<file path="src/rtl/riscv_multicycle_ctrl.sv">
// Multi-cycle RV32I control FSM. It sequences the shared-ALU datapath, stalls on
// mem_ready, times out hung bus accesses, halts on system/illegal opcodes and counts retires.
module riscv_multicycle_ctrl #(
  parameter int unsigned WAIT_MAX = 16,
  parameter int unsigned CNT_W    = 32
) (
  input  logic             clk,
  input  logic             rst,
  input  logic [6:0]       opcode,
  input  logic [2:0]       funct3,
  input  logic             funct7b5,
  input  logic [3:0]       nzcv,
  input  logic             mem_ready,
  output logic             mem_req,
  output logic             mem_we,
  output logic             AdrSrc,
  output logic             IRWrite,
  output logic             PCWrite,
  output logic             RegWrite,
  output logic             PCSrc,
  output logic [1:0]       ALUSrcA,
  output logic [1:0]       ALUSrcB,
  output logic [1:0]       ResultSrc,
  output logic [2:0]       ImmSrc,
  output logic [4:0]       ALUControl,
  output logic [3:0]       state,
  output logic             halted,
  output logic             illegal,
  output logic             bus_err,
  output logic [CNT_W-1:0] instret
);

  typedef enum logic [3:0] {
    S_FETCH    = 4'd0,
    S_DECODE   = 4'd1,
    S_MEMADR   = 4'd2,
    S_MEMREAD  = 4'd3,
    S_MEMWB    = 4'd4,
    S_MEMWRITE = 4'd5,
    S_EXEC_R   = 4'd6,
    S_EXEC_I   = 4'd7,
    S_ALUWB    = 4'd8,
    S_JAL      = 4'd9,
    S_JALR     = 4'd10,
    S_BRANCH   = 4'd11,
    S_LUI      = 4'd12,
    S_AUIPC    = 4'd13,
    S_HALT     = 4'd15
  } state_t;

  localparam logic [6:0] OP_LOAD   = 7'b0000011;
  localparam logic [6:0] OP_STORE  = 7'b0100011;
  localparam logic [6:0] OP_R      = 7'b0110011;
  localparam logic [6:0] OP_I      = 7'b0010011;
  localparam logic [6:0] OP_JAL    = 7'b1101111;
  localparam logic [6:0] OP_JALR   = 7'b1100111;
  localparam logic [6:0] OP_BRANCH = 7'b1100011;
  localparam logic [6:0] OP_LUI    = 7'b0110111;
  localparam logic [6:0] OP_AUIPC  = 7'b0010111;
  localparam logic [6:0] OP_SYSTEM = 7'b1110011;

  localparam logic [4:0] ALU_ADD   = 5'b00000;
  localparam logic [4:0] ALU_SUB   = 5'b00001;
  localparam logic [4:0] ALU_SLL   = 5'b00010;
  localparam logic [4:0] ALU_SLT   = 5'b00011;
  localparam logic [4:0] ALU_SLTU  = 5'b00100;
  localparam logic [4:0] ALU_XOR   = 5'b00101;
  localparam logic [4:0] ALU_SRL   = 5'b00110;
  localparam logic [4:0] ALU_SRA   = 5'b00111;
  localparam logic [4:0] ALU_OR    = 5'b01000;
  localparam logic [4:0] ALU_AND   = 5'b01001;
  localparam logic [4:0] ALU_PASSB = 5'b01010;

  localparam logic [2:0] IMM_I = 3'b000;
  localparam logic [2:0] IMM_S = 3'b001;
  localparam logic [2:0] IMM_B = 3'b010;
  localparam logic [2:0] IMM_J = 3'b011;
  localparam logic [2:0] IMM_U = 3'b100;

  // The wait counter only ever reaches WAIT_MAX-1 before a timeout fires.
  localparam int unsigned        WAIT_W    = (WAIT_MAX < 2) ? 1 : $clog2(WAIT_MAX);
  localparam logic [WAIT_W-1:0]  WAIT_LAST = WAIT_W'(WAIT_MAX - 1);

  state_t             r_state;
  state_t             w_next;
  logic [WAIT_W-1:0]  r_wait;
  logic [CNT_W-1:0]   r_instret;
  logic               r_halted;
  logic               r_illegal;
  logic               r_bus_err;

  logic       w_mem_req, w_mem_we, w_ir_write, w_pc_write, w_reg_write;
  logic       w_set_illegal, w_timeout, w_retire, w_wait_inc, w_wait_expired;
  logic       w_br_taken, w_br_bad;
  logic [4:0] w_exec_alu;

  assign w_wait_expired = (WAIT_MAX != 0) && (r_wait == WAIT_LAST);

  // Branch condition from the SUB flags {N,Z,C,V}; C=1 means no borrow.
  always_comb begin
    w_br_taken = 1'b0;
    w_br_bad   = 1'b0;
    case (funct3)
      3'b000:  w_br_taken = nzcv[2];
      3'b001:  w_br_taken = ~nzcv[2];
      3'b100:  w_br_taken = nzcv[3] ^ nzcv[0];
      3'b101:  w_br_taken = ~(nzcv[3] ^ nzcv[0]);
      3'b110:  w_br_taken = ~nzcv[1];
      3'b111:  w_br_taken = nzcv[1];
      default: w_br_bad   = 1'b1;
    endcase
  end

  always_comb begin
    w_exec_alu = ALU_ADD;
    case (funct3)
      3'b000:  w_exec_alu = (r_state == S_EXEC_R && funct7b5) ? ALU_SUB : ALU_ADD;
      3'b001:  w_exec_alu = ALU_SLL;
      3'b010:  w_exec_alu = ALU_SLT;
      3'b011:  w_exec_alu = ALU_SLTU;
      3'b100:  w_exec_alu = ALU_XOR;
      3'b101:  w_exec_alu = funct7b5 ? ALU_SRA : ALU_SRL;
      3'b110:  w_exec_alu = ALU_OR;
      default: w_exec_alu = ALU_AND;
    endcase
  end

  // NOTE: every output gets a default before the case so no path can infer a latch.
  always_comb begin
    w_next        = r_state;
    w_mem_req     = 1'b0;
    w_mem_we      = 1'b0;
    w_ir_write    = 1'b0;
    w_pc_write    = 1'b0;
    w_reg_write   = 1'b0;
    AdrSrc        = 1'b0;
    PCSrc         = 1'b0;
    ALUSrcA       = 2'b00;
    ALUSrcB       = 2'b00;
    ResultSrc     = 2'b00;
    ALUControl    = ALU_ADD;
    ImmSrc        = (opcode == OP_BRANCH) ? IMM_B : (opcode == OP_JAL) ? IMM_J : IMM_I;
    w_set_illegal = 1'b0;
    w_timeout     = 1'b0;
    w_retire      = 1'b0;
    w_wait_inc    = 1'b0;

    case (r_state)
      S_FETCH: begin
        w_mem_req = 1'b1;
        ALUSrcB   = 2'b10;
        if (mem_ready) begin
          w_ir_write = 1'b1;
          w_pc_write = 1'b1;
          PCSrc      = 1'b1;
          w_next     = S_DECODE;
        end else if (w_wait_expired) begin
          w_timeout = 1'b1;
          w_next    = S_HALT;
        end else begin
          w_wait_inc = 1'b1;
        end
      end
      S_DECODE: begin
        ALUSrcA = 2'b01;
        ALUSrcB = 2'b01;
        case (opcode)
          OP_LOAD, OP_STORE: w_next = S_MEMADR;
          OP_R:              w_next = S_EXEC_R;
          OP_I:              w_next = S_EXEC_I;
          OP_JAL:            w_next = S_JAL;
          OP_JALR:           w_next = S_JALR;
          OP_BRANCH:         w_next = S_BRANCH;
          OP_LUI:            w_next = S_LUI;
          OP_AUIPC:          w_next = S_AUIPC;
          OP_SYSTEM:         w_next = S_HALT;
          default: begin
            w_set_illegal = 1'b1;
            w_next        = S_HALT;
          end
        endcase
      end
      S_MEMADR: begin
        ALUSrcA = 2'b10;
        ALUSrcB = 2'b01;
        ImmSrc  = (opcode == OP_LOAD) ? IMM_I : IMM_S;
        w_next  = (opcode == OP_LOAD) ? S_MEMREAD : S_MEMWRITE;
      end
      S_MEMREAD, S_MEMWRITE: begin
        w_mem_req = 1'b1;
        w_mem_we  = (r_state == S_MEMWRITE);
        AdrSrc    = 1'b1;
        if (mem_ready) begin
          w_next = (r_state == S_MEMREAD) ? S_MEMWB : S_FETCH;
        end else if (w_wait_expired) begin
          w_timeout = 1'b1;
          w_next    = S_HALT;
        end else begin
          w_wait_inc = 1'b1;
        end
      end
      S_MEMWB: begin
        w_reg_write = 1'b1;
        ResultSrc   = 2'b01;
        w_next      = S_FETCH;
      end
      S_EXEC_R, S_EXEC_I: begin
        ALUSrcA    = 2'b10;
        ALUSrcB    = (r_state == S_EXEC_I) ? 2'b01 : 2'b00;
        ALUControl = w_exec_alu;
        w_next     = S_ALUWB;
      end
      S_ALUWB: begin
        w_reg_write = 1'b1;
        w_next      = S_FETCH;
      end
      S_JAL: begin
        w_reg_write = 1'b1;
        ResultSrc   = 2'b11;
        w_pc_write  = 1'b1;
        w_next      = S_FETCH;
      end
      S_JALR: begin
        ALUSrcA     = 2'b10;
        ALUSrcB     = 2'b01;
        w_reg_write = 1'b1;
        ResultSrc   = 2'b11;
        w_pc_write  = 1'b1;
        PCSrc       = 1'b1;
        w_next      = S_FETCH;
      end
      S_BRANCH: begin
        ALUSrcA    = 2'b10;
        ALUControl = ALU_SUB;
        if (w_br_bad) begin
          w_set_illegal = 1'b1;
          w_next        = S_HALT;
        end else begin
          w_pc_write = w_br_taken;
          w_next     = S_FETCH;
        end
      end
      S_LUI: begin
        ALUSrcB     = 2'b01;
        ImmSrc      = IMM_U;
        ALUControl  = ALU_PASSB;
        w_reg_write = 1'b1;
        ResultSrc   = 2'b10;
        w_next      = S_FETCH;
      end
      S_AUIPC: begin
        ALUSrcA     = 2'b01;
        ALUSrcB     = 2'b01;
        ImmSrc      = IMM_U;
        w_reg_write = 1'b1;
        ResultSrc   = 2'b10;
        w_next      = S_FETCH;
      end
      S_HALT:  w_next = S_HALT;
      default: w_next = S_HALT;
    endcase

    // Only completion states can retire; FETCH and MEMREAD never do.
    if (w_next == S_FETCH && r_state != S_FETCH && r_state != S_MEMREAD)
      w_retire = 1'b1;
  end

  // NOTE: sequential state uses non-blocking assignments so every register samples pre-edge values.
  always_ff @(posedge clk or posedge rst) begin
    if (rst) begin
      r_state   <= S_FETCH;
      r_wait    <= '0;
      r_instret <= '0;
      r_halted  <= 1'b0;
      r_illegal <= 1'b0;
      r_bus_err <= 1'b0;
    end else begin
      r_state <= w_next;
      if (w_next != r_state)
        r_wait <= '0;
      else if (w_wait_inc)
        r_wait <= r_wait + 1'b1;
      if (w_retire)
        r_instret <= r_instret + 1'b1;
      if (w_next == S_HALT)
        r_halted <= 1'b1;
      if (w_set_illegal)
        r_illegal <= 1'b1;
      if (w_timeout)
        r_bus_err <= 1'b1;
    end
  end

  // The reset state is FETCH, so strobes are masked while rst is held.
  assign mem_req  = w_mem_req   & ~rst;
  assign mem_we   = w_mem_we    & ~rst;
  assign IRWrite  = w_ir_write  & ~rst;
  assign PCWrite  = w_pc_write  & ~rst;
  assign RegWrite = w_reg_write & ~rst;

  assign state   = r_state;
  assign instret = r_instret;
  assign halted  = r_halted;
  assign illegal = r_illegal;
  assign bus_err = r_bus_err;

endmodule

</file>
<file path="config.mk">
export PLATFORM = sky130hd
export DESIGN_NAME = riscv_multicycle_ctrl
export DESIGN_NICKNAME = d
export VERILOG_FILES = /design/src/rtl/riscv_multicycle_ctrl.sv
export SDC_FILE = /design/constraint.sdc
export NUM_CORES = 1
export LEC_CHECK = 0
export CORE_ASPECT_RATIO = 1.5
export CORE_MARGIN = 2
export CORE_UTILIZATION = 50
export CTS_BUF_LIST = sky130_fd_sc_hd__clkbuf_4 sky130_fd_sc_hd__clkbuf_8
export CTS_CLUSTER_SIZE = 10
export DETAILED_ROUTE_END_ITERATION = 8
export PLACE_DENSITY = 0.92
export SYNTH_ARGS = -nofsm -noshare
export SYNTH_HDL_FRONTEND = slang
export SYNTH_SLANG_ARGS = --single-unit
</file>
<file path="constraint.sdc">
create_clock -name clk -period 2.5 [get_ports clk]
set_clock_uncertainty 0.05 [all_clocks]
set_input_delay 0.375 -clock clk [delete_from_list [all_inputs] [get_ports clk]]
set_output_delay 0.375 -clock clk [all_outputs]
set_load 0.005 [all_outputs]
</file>
==> results of run 1 <==
==> worst max-delay path, delay by kind of cell (launching register included) <==
family          cells  cell delay [ns]
xor+xnor            1             0.18
buf+inv             2             0.70
simple gates        1             0.23
compound gates      1             0.21
flops               1             0.43
==> synthesized netlist by cell type, types with 2 or more instances <==
cell type	number
nand3_1	14
mux2i_1	2
a21boi_0	2
mux2_2	2
nand4_1	8
and2_1	4
buf_6	2
nor2_1	24
ha_1	2
nor3_2	4
a31oi_1	4
nor3_1	19
nor4_1	6
a21oi_1	11
xnor2_1	18
dfrtp_1	43
inv_1	7
nor4_4	4
xor2_1	24
and3_1	7
or2_2	2
and3b_1	2
nand3b_1	3
nor2b_1	4
o22ai_1	2
nand2_1	40
buf_2	8
nand2b_1	6
buf_1	2
clkbuf_1	6
o21ai_0	11
or3_1	3
nor4_2	5
==> cell families after synthesis <==
kind of cell / after synthesis / share of synthesized area
multiplexers: 4 / 0.0146
buffers and inverters: 26 / 0.0434
AO/OA/AOI/OAI: 42 / 0.0928
adder cells (fa/ha/maj): 2 / 0.00859
other: 1 / 0.00129
flip-flops: 43 / 0.369
AND/OR/NAND/NOR: 167 / 0.344
XOR/XNOR: 42 / 0.126
==> worst paths after layout <==
kind,startpoint,end,slack (ns)
hold reg to reg,bus_err$_DFFE_PP0P_,bus_err$_DFFE_PP0P_,0.43
hold / removal,bus_err$_DFFE_PP0P_,bus_err$_DFFE_PP0P_,0.43
setup reg to reg,state[1]$_DFF_PP0_,r_wait[1]$_DFFE_PP0P_,0.03
min in group asynchronous,rst,r_wait[1]$_DFFE_PP0P_,0.67
setup / recovery,state[0]$_DFF_PP0_,mem_req,0.02
max in group asynchronous,rst,state[1]$_DFF_PP0_,1.32
==> metrics by stage <==
stage          worst slack (ns)  std cells  area, um2  utilization  total power, W
3_3_place_gp             -0.205        494       3970        0.697         0.00307
3_5_place_dp             -0.274        494       3970        0.697         0.00313
6_report                 0.0184        512       4270        0.749         0.00394
2_1_floorplan             0.268        327       2910            -         0.00214
4_1_cts                  0.0178        506       4130        0.725         0.00375
5_1_grt                 -0.0656        512       4270        0.749         0.00413
==> flip-flops by register name, summed over array words and instances, names as in the netlist <==
| name | count |
|---|---|
| illegal | 1 |
| r_wait | 4 |
| halted | 1 |
| state | 4 |
| instret | 32 |
| bus_err | 1 |
==> power by group <==
group          switching (W)  internal, W
sequential          0.000118     0.000786
combinational        0.00132      0.00117
clock               0.000235     0.000304
==> area by class of cell <==
class                      instances  area share
clock inverter                     1     0.00704
tap                               72      0.0211
sequential                        43       0.253
clock buffer                       6      0.0179
multi-input combinational        258       0.421
inverter                           7     0.00616
timing repair buffer             125       0.274
==> routing by layer <==
layer,track usage,share of wire,routed length [um]
met3,0.0359,0.051,463
met2,0.504,0.55,4930
met5,0,0,0
met4,0.162,0.045,402
met1,0.287,0.36,3220
==> repair_timing <==
action / CTS / global route
buffers inserted: 5 / 6
pin swaps: 2 / 12
resized for setup: 14 / 20
endpoints found under the setup margin: 11 / 28
==> impl_metrics.env, run 1 <==
export IMPL_postCtsHoldBufs=0
export IMPL_tightest_slew_ns=0.761
export IMPL_antenna_found_initial=0
export IMPL_start_kind="flip-flop"
export IMPL_wl_mm=9.01
export IMPL_hp_class="reg2reg"
export IMPL_fillers=405
export IMPL_setup_viol=0
export IMPL_gp_congestion=0.886
export IMPL_cts_sinks=43
export IMPL_final_common_cell="clkdlybuf4s50_1"
export IMPL_dr_pass1_iters=4
export IMPL_core_area_um2=5700
export IMPL_start_util=0.511
export IMPL_synth_cells=327
export IMPL_hold_violations=0
export IMPL_grt_max_degree=44
export IMPL_slowest_delay_ns=0.53
export IMPL_synth_top_area_share=0.369
export IMPL_holdPathStages=1
export IMPL_cts_inserted_buffers=5
export IMPL_drt_iter0_drc=172
export IMPL_finalSetupTns_ns=0
export IMPL_cts_tree="yes"
export IMPL_grt_usage=0.276
export IMPL_clk_pin_slew_worst_paths_ns=0.08
export IMPL_arrival_ns=2.06
export IMPL_die_y_um=97.5
export IMPL_ir_drop_v=0.000594
export IMPL_multi_input_area_um2=1800
export IMPL_max_cap_violations=0
export IMPL_cts_buffer_depth=2
export IMPL_critPathSlowestCell="clkdlybuf4s50_1"
export IMPL_synthesis_nets=347
export IMPL_wl_per_cell_um=17.6
export IMPL_clkLatencyLatePin_ns=0.30
export IMPL_final_cell_mix="clkdlybuf4s50_1 (67), buf_4 (45), nand2_1 (40), dfrtp_1 (40)"
export IMPL_crit_required_ns=2.08
export IMPL_num_vias=3039
export IMPL_hpwl_mm=6.41
export IMPL_insertedDiodeCount=0
export IMPL_powerDensity_nw_per_um2=922
export IMPL_overflow=0
export IMPL_seq_area_frac_synth=0.369
export IMPL_layout_nets=460
export IMPL_crit_chain="buf_12 > xor2_2 > o22ai_2 > nor3b_1 > clkdlybuf4s50_1"
export IMPL_drive_above_1_share=0.214
export IMPL_async_reset_ff_frac=1.00
export IMPL_status="finished, final reports clean"
export IMPL_grt_pass1_wl_mm=14.1
export IMPL_ant_nets=0
export IMPL_period_needed_ns=2.48
export IMPL_max_freq_mhz=403
export IMPL_ys_top_cells_by_area="dfrtp_1 (37%), xor2_1 (7.2%), xnor2_1 (5.4%), nand2_1 (5.2%), nor3_1 (3.3%)"
export IMPL_die_area_um2=6460
export IMPL_drv_slew=0
export IMPL_period_share=0.993
export IMPL_relSlewSlack=0.492
export IMPL_yosys_register_bits=43
export IMPL_critPathMaxFanout=16
export IMPL_port_buffers=76
export IMPL_synth_edf_count=0
export IMPL_ys_warn_count=0
export IMPL_p_leak_nw=1.94
export IMPL_end_kind="output port"
export IMPL_synth_area_um2=2910
export IMPL_rsz0062_at_grt="yes"
export IMPL_synthToLayoutAreaGrowth_pct=46.5
export IMPL_synth_top_area_cell="dfrtp_1"
export IMPL_r2r_cells=8
export IMPL_synth_ff_type="dfrtp_1"
export IMPL_criticalPathCategory="reg2out"
export IMPL_grt_pass1_vias=3123
export IMPL_num_rows=34
export IMPL_yosys_cell_types_count=59
export IMPL_hold_ws_ns=0.427
export IMPL_root_buffer="clkbuf_8"
export IMPL_drcViolationCount=0
export IMPL_avgViaCountPerCell=5.94
export IMPL_seqCellArea_um2=1080
export IMPL_syn_avg_cell_area_um2=8.91
export IMPL_htreeDepth=2
export IMPL_ios=78
export IMPL_die_w_um=66.3
Note: power is estimated with default switching activity, not from simulation.
==> run 2, diff against run 1 <==
Settings changed: CORE_ASPECT_RATIO 1.5 to 0.75, CORE_MARGIN 2 to 1.
==> impl_metrics.env, run 2 (same netlist as run 1, synthesis figures left out) <==
export IMPL_status="complete, but fails checks"
export IMPL_violations="setup timing"
export IMPL_root_buffer="clkbuf_8"
export IMPL_grt_max_degree=44
export IMPL_drive_above_1_share=0.244
export IMPL_cp_top_family="simple AND/OR/NAND/NOR gates"
export IMPL_ant_nets=0
export IMPL_antenna_found_initial=0
export IMPL_grt_usage=0.305
export IMPL_cts_sinks=43
export IMPL_dp_cells=503
export IMPL_start_kind="flip-flop"
export IMPL_crit_chain="buf_4 > inv_1 > nand2_1 > nor3_1 > nand2b_1 > o21ai_1 > dlygate4sd2_1"
export IMPL_relSlewSlack=0.425
export IMPL_max_cap_violations=0
export IMPL_hold_violations=0
export IMPL_clkLatencyLatePin_ns=0.31
export IMPL_start_util=0.533
export IMPL_wl_mm=10.8
export IMPL_num_rows=23
export IMPL_cts_inserted_buffers=5
export IMPL_largest_reg_flops=32
export IMPL_r2r_cells=9
export IMPL_slowest_delay_ns=0.51
export IMPL_power_total_w=0.00420
export IMPL_hp_class="reg2reg"
export IMPL_drcViolationCount=0
export IMPL_wl_per_cell_um=20.8
export IMPL_path_depth=7
export IMPL_dr_pass1_iters=5
export IMPL_layout_nets=463
export IMPL_hold_ws_ns=0.442
export IMPL_insertedDiodeCount=0
export IMPL_end_kind="output port"
export IMPL_grt_pass1_vias=2905
export IMPL_period_needed_ns=2.62
export IMPL_core_area_um2=5470
export IMPL_cts_buffer_depth=2
export IMPL_die_y_um=68.1
export IMPL_fin_ws_ns=-0.116
export IMPL_criticalPathCategory="reg2out"
export IMPL_critPathSlowestCell="nor3_1"
export IMPL_die_w_um=90.1
export IMPL_postCtsHoldBufs=0
export IMPL_p_leak_nw=2.01
export IMPL_setup_viol=12
export IMPL_powerDensity_nw_per_um2=962
export IMPL_ios=78
export IMPL_crit_buf_inv=3
export IMPL_grt_pass1_wl_mm=14.4
export IMPL_port_buffers=76
export IMPL_final_cell_mix="clkdlybuf4s50_1 (64), buf_4 (43), nand2_1 (40), dfrtp_1 (38), xor2_1 (23)"
export IMPL_drv_slew=0
export IMPL_finalNonFillerCells=518
export IMPL_final_common_cell="clkdlybuf4s50_1"
export IMPL_overflow=0
export IMPL_cts_tree="yes"
export IMPL_avgViaCountPerCell=6.21
export IMPL_htreeDepth=2
export IMPL_critPathMaxFanout=3
export IMPL_num_vias=3215
export IMPL_tightest_slew_ns=0.861
export IMPL_max_freq_mhz=382
export IMPL_hpwl_mm=6.34
export IMPL_drt_iter0_drc=418
export IMPL_gp_congestion=0.928
export IMPL_clk_pin_slew_worst_paths_ns=0.09
export IMPL_arrival_ns=2.19
export IMPL_synthToLayoutAreaGrowth_pct=49.9
export IMPL_period_share=1.05
export IMPL_crit_required_ns=2.08
export IMPL_die_area_um2=6140
export IMPL_rsz0062_at_grt="yes"
export IMPL_ir_drop_v=0.000816
export IMPL_holdPathStages=1
-- run 2: routing by layer --
metal / wire length, um / vias to the layer above / share of wire / global-route usage
met5: 0 / - / 0 / 0
li1: - / 1378 / - / -
met4: 515 / 0 / 0.048 / 0.121
met3: 895 / 57 / 0.083 / 0.0633
met2: 5150 / 232 / 0.48 / 0.528
met1: 4220 / 1548 / 0.39 / 0.383
-- run 2: worst register-to-register path: stages, from the launching register on --
cell and delay [ns]:
dfrtp_1 0.43, ha_1 0.27, and3_1 0.26, nand3_1 0.13
a31oi_1 0.15, nor3_2 0.30, nand3_4 0.20, buf_12 0.21
nor4_4 0.19, xor2_1 0.28
-- run 2: where the power goes --
part	internal (W)	switching, W
Sequential	0.000789	0.000123
Clock	0.000192	0.000269
Combinational	0.00131	0.00151
Total	0.00229	0.00191
-- run 2: cell type report --
cell class / count / area [um2]
clock buffers: 5 / 68.8
clock inverters: 2 / 13.8
fillers: 309 / 1100
inverters: 7 / 26.3
multi-input cells: 258 / 1870
flip-flops and latches: 43 / 1080
well taps: 75 / 93.8
repair buffers: 128 / 1210
-- run 2: repair_timing --
action	in CTS	in global routing
pin swaps	0	23
setup endpoints to repair	14	36
setup buffers	3	5
gates resized for setup	23	38
-- run 2: path summary, 6_finish.rpt --
| path | startpoint | end | slack [ns] |
|---|---|---|---|
| max in group asynchronous | rst | state[0]$_DFF_PP0_ | 1.34 |
| hold / removal | bus_err$_DFFE_PP0P_ | bus_err$_DFFE_PP0P_ | 0.44 |
| min in group asynchronous | rst | r_wait[2]$_DFFE_PP0P_ | 0.64 |
| hold reg to reg | bus_err$_DFFE_PP0P_ | bus_err$_DFFE_PP0P_ | 0.44 |
| setup reg to reg | r_wait[0]$_DFFE_PP0P_ | instret[9]$_DFFE_PP0P_ | -0.07 |
| setup / recovery | state[0]$_DFF_PP0_ | ImmSrc[0] | -0.12 |
-- run 2: metrics by stage --
stage | setup TNS [ns] | cell area [um2] | worst slack [ns] | utilization
after floorplan | 0 | 2910 | 0.268 | -
after global placement | -4.42 | 4020 | -0.256 | 0.736
after detailed placement | -6.35 | 4020 | -0.301 | 0.736
after CTS | 0 | 4180 | 0.00225 | 0.765
after global routing | -1.68 | 4370 | -0.171 | 0.799
final | -0.472 | 4370 | -0.116 | 0.799
